File: src/rtl/kplic_pkg.sv
// Shared KPLIC sizing constants used by the arbitration core and its priority tree.
package kplic_pkg;

    localparam int KPLIC_NUM_SRC   = 31;
    localparam int KPLIC_PRIO_W    = 3;
    localparam int KPLIC_ID_W      = 5;
    localparam int KPLIC_NO_INT_ID = 0;

endpackage

File: src/rtl/kplic_prio_arb.sv
// Combinational max-priority selector: highest priority wins, ties go to the lowest ID,
// priority 0 never wins. Reports ID 0 / priority 0 when there is no candidate.
module kplic_prio_arb
    import kplic_pkg::*;
#(
    parameter int NUM_SRC = KPLIC_NUM_SRC,
    parameter int PRIO_W  = KPLIC_PRIO_W,
    parameter int ID_W    = KPLIC_ID_W
) (
    input  logic [NUM_SRC-1:0]        cand_i,
    input  logic [NUM_SRC*PRIO_W-1:0] prio_i,
    output logic [ID_W-1:0]           win_id_o,
    output logic [PRIO_W-1:0]         win_prio_o
);

    logic [PRIO_W-1:0] prio_a [NUM_SRC];
    logic [ID_W-1:0]   id_v;
    logic [PRIO_W-1:0] prio_v;

    for (genvar gi = 0; gi < NUM_SRC; gi++) begin : g_prio
        assign prio_a[gi] = cand_i[gi] ? prio_i[gi*PRIO_W +: PRIO_W] : '0;
    end

    // Scanning from the highest ID down with >= lets the lowest ID take equal priorities.
    always_comb begin
        id_v   = '0;
        prio_v = '0;
        for (int i = NUM_SRC - 1; i >= 0; i--) begin
            if (prio_a[i] != '0 && prio_a[i] >= prio_v) begin
                id_v   = ID_W'(i + 1);
                prio_v = prio_a[i];
            end
        end
    end

    assign win_id_o   = id_v;
    assign win_prio_o = prio_v;

endmodule

File: src/rtl/kplic_core.sv
// KPLIC arbitration core: pending/in-service tracking, registered winner selection,
// hart interrupt generation and claim/complete handshakes with one-hot completion pulses.
module kplic_core
    import kplic_pkg::*;
#(
    parameter int NUM_SRC = KPLIC_NUM_SRC,
    parameter int PRIO_W  = KPLIC_PRIO_W,
    parameter int ID_W    = KPLIC_ID_W
) (
    input  logic                      kplic_clk,
    input  logic                      kplic_rst,
    input  logic [NUM_SRC-1:0]        valid_int_req,
    input  logic [NUM_SRC*PRIO_W-1:0] int_priority,
    input  logic [PRIO_W-1:0]         int_threshold,
    input  logic                      claim_req,
    output logic [ID_W-1:0]           claim_id,
    input  logic                      complete_req,
    input  logic [ID_W-1:0]           complete_id,
    output logic [NUM_SRC-1:0]        int_completion,
    output logic [NUM_SRC-1:0]        int_pending,
    output logic                      kplic_int
);

    logic [NUM_SRC-1:0] pending_q, pending_d;
    logic [NUM_SRC-1:0] in_service_q, in_service_d;
    logic [NUM_SRC-1:0] completion_q;
    logic [ID_W-1:0]    best_id_q, claim_id_q, claim_id_d;
    logic [PRIO_W-1:0]  best_prio_q, thr_q;
    logic               claim_blank_q, int_q, int_d;

    logic               claim_ok;
    logic [NUM_SRC-1:0] clr_mask, cmp_mask, cand;
    logic [ID_W-1:0]    arb_id;
    logic [PRIO_W-1:0]  arb_prio;

    assign claim_ok = claim_req && int_q && !claim_blank_q && (best_id_q != '0);

    // Per-source decode of the claimed and completed IDs; IDs outside 1..NUM_SRC match nothing.
    for (genvar gi = 0; gi < NUM_SRC; gi++) begin : g_src
        assign clr_mask[gi] = claim_ok && (best_id_q == ID_W'(gi + 1));
        assign cmp_mask[gi] = complete_req && (complete_id == ID_W'(gi + 1)) && in_service_q[gi];
    end

    // The source being claimed is already excluded from this cycle's arbitration,
    // so the next winner is ready as soon as the claim blanking window ends.
    assign cand = pending_q & ~clr_mask;

    kplic_prio_arb #(
        .NUM_SRC (NUM_SRC),
        .PRIO_W  (PRIO_W),
        .ID_W    (ID_W)
    ) u_arb (
        .cand_i     (cand),
        .prio_i     (int_priority),
        .win_id_o   (arb_id),
        .win_prio_o (arb_prio)
    );

    always_comb begin
        pending_d    = cand | valid_int_req;
        in_service_d = (in_service_q & ~cmp_mask) | clr_mask;
        int_d        = (best_prio_q > thr_q) && !claim_ok;
        claim_id_d   = claim_id_q;
        if (claim_req) begin
            claim_id_d = claim_ok ? best_id_q : ID_W'(KPLIC_NO_INT_ID);
        end
    end

    always_ff @(posedge kplic_clk or posedge kplic_rst) begin
        if (kplic_rst) begin
            pending_q     <= '0;
            in_service_q  <= '0;
            completion_q  <= '0;
            best_id_q     <= '0;
            best_prio_q   <= '0;
            thr_q         <= '0;
            claim_blank_q <= 1'b0;
            int_q         <= 1'b0;
            claim_id_q    <= '0;
        end else begin
            pending_q     <= pending_d;
            in_service_q  <= in_service_d;
            completion_q  <= cmp_mask;
            best_id_q     <= arb_id;
            best_prio_q   <= arb_prio;
            thr_q         <= int_threshold;
            claim_blank_q <= claim_ok;
            int_q         <= int_d;
            claim_id_q    <= claim_id_d;
        end
    end

    assign claim_id       = claim_id_q;
    assign int_completion = completion_q;
    assign int_pending    = pending_q;
    assign kplic_int      = int_q;

endmodule

File: config.mk
export PLATFORM = sky130hd
export DESIGN_NAME = kplic_core
export DESIGN_NICKNAME = d
export VERILOG_FILES = /design/src/rtl/kplic_pkg.sv /design/src/rtl/kplic_prio_arb.sv /design/src/rtl/kplic_core.sv
export SDC_FILE = /design/constraint.sdc
export NUM_CORES = 1
export LEC_CHECK = 0
export ABC_AREA = 1
export BUFFER_PORTS_ARGS = -buffer_cell sky130_fd_sc_hd__buf_4
export CORE_MARGIN = 10
export CORE_UTILIZATION = 55
export DETAILED_ROUTE_END_ITERATION = 10
export GPL_ROUTABILITY_DRIVEN = 1
export PLACE_DENSITY = 0.81
export SETUP_SLACK_MARGIN = 0.15
export SYNTH_ARGS = -nofsm -noshare
export SYNTH_HDL_FRONTEND = slang
export SYNTH_SLANG_ARGS = --single-unit
File: constraint.sdc
create_clock -name kplic_clk -period 43.8 [get_ports kplic_clk]
set_input_delay 4.38 -clock kplic_clk [delete_from_list [all_inputs] [get_ports kplic_clk]]
set_output_delay 4.38 -clock kplic_clk [all_outputs]
set_load 0.1 [all_outputs]
**Word-level counts from Yosys, hierarchy flattened**

Index checks and enable logic that the tools add are counted.

- Bits in registers: 111
- Bits in latches: 0
- RAM bits: 0
- Bits in read-only memories: 0
- Bits of input ports: 136
- Output and inout port bits: 68
- Logic and storage cells: 365
- Memories: 0

- $add $sub $neg: 0
- Multiply operators: 0
- Div/mod/pow operators: 0
- Magnitude comparators: 32
- Eq/ne operators: 62
- Shift-type cells: 0
- Multiplexer cells: 94
- Bitwise logic cells: 6
- Reductions and logical operators: 162

Operators by type and width:

| cell | number |
|---|---|
| 3-bit 2-to-1 mux | 62 |
| 5-bit == test, second input constant | 32 |
| 5-bit 2-to-1 mux | 32 |
| 1-bit logical AND | 128 |
| 3-bit nonzero test | 31 |
| 3-bit >= comparator | 30 |
| 5-bit by 4-bit == test with 1-bit output, second input constant | 16 |
| 31-bit AND | 2 |
| 31-bit NOT | 2 |
| 31-bit OR | 2 |
| 5-bit by 3-bit == test with 1-bit output, second input constant | 8 |
| 5-bit by 2-bit == test with 1-bit output, second input constant | 4 |
| 5-bit by 1-bit == test with 1-bit output, second input constant | 2 |
| 5-bit nonzero test | 1 |
| 3-bit by 1-bit >= comparator with 1-bit output, second input constant | 1 |
| 3-bit > comparator | 1 |
| 1-bit logical NOT | 2 |

**Longest topological paths before layout**

- Depth in word-level cells: 100
- Mapped depth: 288

**Hierarchy**

From an unflattened synthesis, not the netlist that was laid out.

- Cells, all modules: 1,288
- Area total of the unflattened synthesis: 9,003.6 um^2

Modules (own cells, without submodules):

| module | instances | cells an instance | area each (um^2) | sequential area each (um^2) |
|---|---|---|---|---|
| kplic_core | 1 | 489 | 4,576.9 | 2,777.7 |
| kplic_prio_arb | 1 | 799 | 4,426.7 | 0.0 |

**Worst setup path before layout**

OpenSTA, ideal clock, no wires.

- Path kind: in2reg
- Start point: input port claim_req
- End point: register best_id_q[3]
- Library setup time: 151 ps
- Data arrival time: 34,528 ps
- Required time: 43,649 ps
- Path slack: 9,122 ps
- Stages: 262
- Path buffers: 1
- Cells stage by stage: buf_4 > nand4_4 > inv_2 > nand2_2 > nand2_2 > nor2_1 > inv_1 > ha_1 > nand2_1 > o211ai_2 > o311ai_4 > nand2_1 > nand2_1 > ha_1 > nand2_1 > o211ai_1 > o311ai_4 > nor2_1 > (+226 left out) > inv_1 > nand2_1 > and2_1 > ha_1 > a21oi_1 > o21ai_0 > nand2_2 > inv_2 > o21ai_1 > nand2_1 > ha_1 > nand2_1 > o21ai_0 > a31oi_1 > nor2_1 > inv_1 > nand2_1 > a2111oi_4

- Word-level cells in the longest chain between the ends: 100
- Elaborated cells between the ends (all ways): 221
- Classes of those cells: 31 x order compare; 92 x mux; 2 x bitwise; 96 x reduce/logical

RTL lines:

| item | RTL line | text |
|---|---|---|
| from (decl) | kplic_core.sv:15 | `input logic claim_req,` |
| 1-bit logical AND * (3 in a row) | kplic_core.sv:36 | `assign claim_ok = claim_req && int_q && !claim_blank_q && (best_id_q != '0);` |
| 1-bit logical AND | kplic_core.sv:40 | `assign clr_mask[gi] = claim_ok && (best_id_q == ID_W'(gi + 1));` |
| 31-bit NOT * | kplic_core.sv:46 | `assign cand = pending_q & ~clr_mask;` |
| 31-bit AND * | kplic_core.sv:46 |  |
| 3-bit 2-to-1 mux | kplic_prio_arb.sv:21 | `assign prio_a[gi] = cand_i[gi] ? prio_i[gi*PRIO_W +: PRIO_W] : '0;` |
| 3-bit by 1-bit >= comparator with 1-bit output / 3-bit nonzero test (equally long branches) | kplic_prio_arb.sv:29 | `if (prio_a[i] != '0 && prio_a[i] >= prio_v) begin` |
| 1-bit logical AND | kplic_prio_arb.sv:29 |  |
| 3-bit 2-to-1 mux | kplic_prio_arb.sv:29 |  |
| (+83 left out) | n/a |  |
| 3-bit 2-to-1 mux | kplic_prio_arb.sv:29 |  |
| 3-bit >= comparator | kplic_prio_arb.sv:29 |  |
| 1-bit logical AND | kplic_prio_arb.sv:29 |  |
| 3-bit 2-to-1 mux | kplic_prio_arb.sv:29 |  |
| 3-bit >= comparator | kplic_prio_arb.sv:29 |  |
| 1-bit logical AND | kplic_prio_arb.sv:29 |  |
| 5-bit 2-to-1 mux * | kplic_prio_arb.sv:29 |  |
| via arb_id[3] | kplic_core.sv:33 | `logic [ID_W-1:0] arb_id;` |
| to (signal assigned) | kplic_core.sv:84 | `best_id_q <= arb_id;` |
| to (decl) | kplic_core.sv:27 | `logic [ID_W-1:0] best_id_q, claim_id_q, claim_id_d;` |

The timed path passes the listed nets; every way through them passes the cells marked *.
A chain may end at the register's enable or synchronous reset.

**Worst setup path after layout**

Same ends and word-level chain as after synthesis.

==> flow_metrics.py <==
metrics = {
    "critical_path": {
        "critical-path-max-stage-delay_ns": 0.41,
        "slowest_stage": "sky130_fd_sc_hd__nor2_1",
        "crit_arrival_ns": 38.61,
        "reg2reg_depth": 265,
        "start_kind": "primary input",
        "cp_most_frequent_cell": "sky130_fd_sc_hd__nand2_1",
        "critical_path.max_fanout": 18,
        "crit_path_end_kind": "register",
        "worst-setup-path-type": "in -> reg",
        "cp.required_ns": 44.01,
    },
    "yosys": {
        "synthXorXnorAreaFrac": 0,
        "synth_area_leader": "sky130_fd_sc_hd__dfrtp_1",
        "synth-seq-cells": 111,
        "post_synthesis_share_of_cell_area_spent_on_full_adders_half_adders_and_majority_gates": 0.0968,
        "synthMostInstantiatedCell": "sky130_fd_sc_hd__nand2_1",
        "ys_async_sr_fraction": 1.00,
        "synth_compound_area_frac": 0.103,
        "count_of_unique_library_cells_instantiated_by_yosys": 45,
        "synth_top_family_by_area": "simple AND/OR/NAND/NOR gates",
        "synthCells": 1298,
        "syn_avg_cell_area_um2": 6.66,
        "netlist_top_cells_count": "sky130_fd_sc_hd__nand2_1, sky130_fd_sc_hd__inv_1, sky130_fd_sc_hd__nor2_1",
        "synth_edf_count": 0,
        "synth.yosys.warnings": 0,
        "synth-seq-area-share": 0.322,
        "synth-simple-area-share": 0.346,
        "synth_area_um2": 8640,
        "synth_fp_nets": 1500,
        "ys_top_cells_by_area": "sky130_fd_sc_hd__dfrtp_1, sky130_fd_sc_hd__nand2_1, sky130_fd_sc_hd__inv_1, sky130_fd_sc_hd__ha_1, sky130_fd_sc_hd__nor2_1",
        "ys_dominant_reg_cell": "sky130_fd_sc_hd__dfrtp_1",
        "synth_top_area_share": 0.322,
        "yosys-mux-area-fraction": 0,
    },
    "drt": {
        "violation_count_after_the_first_detailed_routing_iteration": 628,
        "via_per_inst": 4.94,
        "detail_route.first_pass.iterations": 5,
        "postRouteAntennaNets": 0,
        "drt-total-wl_um": 23900,
        "routed-via-count": 8525,
        "detail_route.drc_violations": 0,
        "avgRoutedWirePerCell_um": 13.8,
    },
    "layout": {
        "share_of_final_layout_standard_cells_stronger_than_drive_strength_1": 0.210,
        "layout-area-overhead-vs-synth_pct": 24.1,
        "antenna-diode-count": 0,
        "final_util": 0.700,
        "finalNetCount": 1710,
    },
    "timing": {
        "slew_headroom": 0.367,
        "period_minus_slack_ns": 38.40,
        "fin_tns_setup_ns": 0,
        "max_slew.worst_pin.slew_ns": 0.950,
        "final-hold-violation-count": 0,
        "finalMaxSlewViolations": 0,
        "layout_worst_path_cycle_share": 0.877,
        "fin_skew_ns": 0.0135,
        "maxClockFrequency_mhz": 26.0,
        "report.final.setup_viol": 0,
        "grt_setup_unrepaired": "false",
    },
    "floorplan": {
        "die_area_um2": 21100,
        "core_region_area_um2": 15300,
        "fp.dieW_um": 145,
        "floorplan.initialDensity": 0.564,
        "floorplan.die.height_um": 145,
        "boundaryPins": 204,
        "rows": 45,
    },
    "global_route": {
        "first_global_vias": 8203,
        "globalRoute.totalOverflow": 0,
        "antenna_found_initial": 0,
        "groute.usage.overall": 0.220,
        "grt_start_max_net_pins": 75,
        "grt_pass1_wl_um": 38800,
    },
    "cts": {
        "cts-htree-levels": 3,
        "cts.path.max_buffers": 2,
        "postCtsResizedCells": 0,
        "holdBufCountCts": 0,
        "postCtsSetupRepairBufs": 0,
        "cts.sink_count": 111,
        "clock_tree_from_tritoncts": "done",
        "number_of_buffers_inserted_during_clock_tree_synthesis": 9,
        "clk_pin_slew_ns": 0.08,
        "worst_skew_pair.late_latency_ns": 0.36,
        "clock_tree.root_cell": "sky130_fd_sc_hd__clkbuf_16",
    },
    "hold_path": {
        "worst_hold_path_depth": 2,
        "min_path_type": "reg -> reg",
    },
    "place": {
        "globalplace.congestion": 0.875,
        "portBuffers": 203,
        "dp_hpwl_um": 20100,
    },
    "run_status": {
        "run_status": "completed",
    },
    "job": {
        "cap_violations": 0,
    },
}
[final cells by class]
class	count	area, um^2
Tap cell	211	264
Clock inverter	7	77.6
Multi-Input combinational cell	882	4710
Sequential cell	111	2780
Inverter	300	1130
Fill cell	1352	4600
Clock buffer	9	225
Timing Repair Buffer	204	1530
[stage by stage]
stage / instances / cell area, um^2 / setup slack [ns] / hold slack (ns)
2_1_floorplan: 1298 / 8640 / 9.12 / 0.442
3_3_place_gp: 1708 / 10400 / 6.62 / 0.454
3_5_place_dp: 1708 / 10400 / 5.51 / 0.463
4_1_cts: 1724 / 10700 / 5.70 / 0.483
5_1_grt: 1724 / 10700 / 1.81 / 0.497
6_report: 1724 / 10700 / 5.40 / 0.481
[worst paths after layout]
kind,startpoint,endpoint,slack [ns]
worst min-delay path,in_service_q[27],in_service_q[27],0.48
worst max register to register,kplic_int,best_id_q[3],9.09
worst min register to register,in_service_q[27],in_service_q[27],0.48
max in group asynchronous,kplic_rst,int_pending[11],38.43
min in group asynchronous,kplic_rst,int_pending[29],4.05
worst max-delay path,claim_req,best_id_q[3],5.40
[flip-flops by register name (all words and copies together), names as in the netlist]
name and count:
in_service_q 31, int_completion 31, int_pending 31, best_id_q 5
claim_id 5, best_prio_q 3, thr_q 3, claim_blank_q 1
kplic_int 1
[cell usage in the layout (no fill, tap or decap), drive strengths merged, types with 2 or more instances in the layout]
cell	count
nor2	171
a21oi	46
a31oi	4
o22ai	9
clkbuf	9
and2	23
inv	299
o211ai	2
nand4	6
dfrtp	111
o21ai	74
buf	204
o2111ai	2
and3	13
nand3	76
clkinv	7
nor4	3
or2	28
o21bai	2
nor3	6
nand2	343
o311ai	2
ha	66
[layer usage]
layer | vias up | part of all wire | GRT usage
li1 | 4405 | - | -
met1 | 3802 | 0.45 | 0.276
met3 | 34 | 0.060 | 0.0522
met2 | 284 | 0.48 | 0.373
met5 | - | 0 | 0
met4 | 0 | 0.019 | 0.0501
[critical path: cells and delay by family]
family | cells | cell delay, ns
buffers and inverters | 51 | 3.96
AND/OR/NAND/NOR | 122 | 13.47
adder cells (fa/ha/maj) | 31 | 8.64
AO/OA/AOI/OAI | 62 | 8.10
[logic make-up (layout without fill, tap and decap cells)]
family / after synthesis / count (layout)
compound gates: 145 / 145
fa+ha+maj: 67 / 67
buf+inv: 305 / 520
flops: 111 / 111
simple gates: 670 / 670
Power is not shown: default switching activity piles up to over one toggle a cycle in this logic, so the estimate is an artifact.
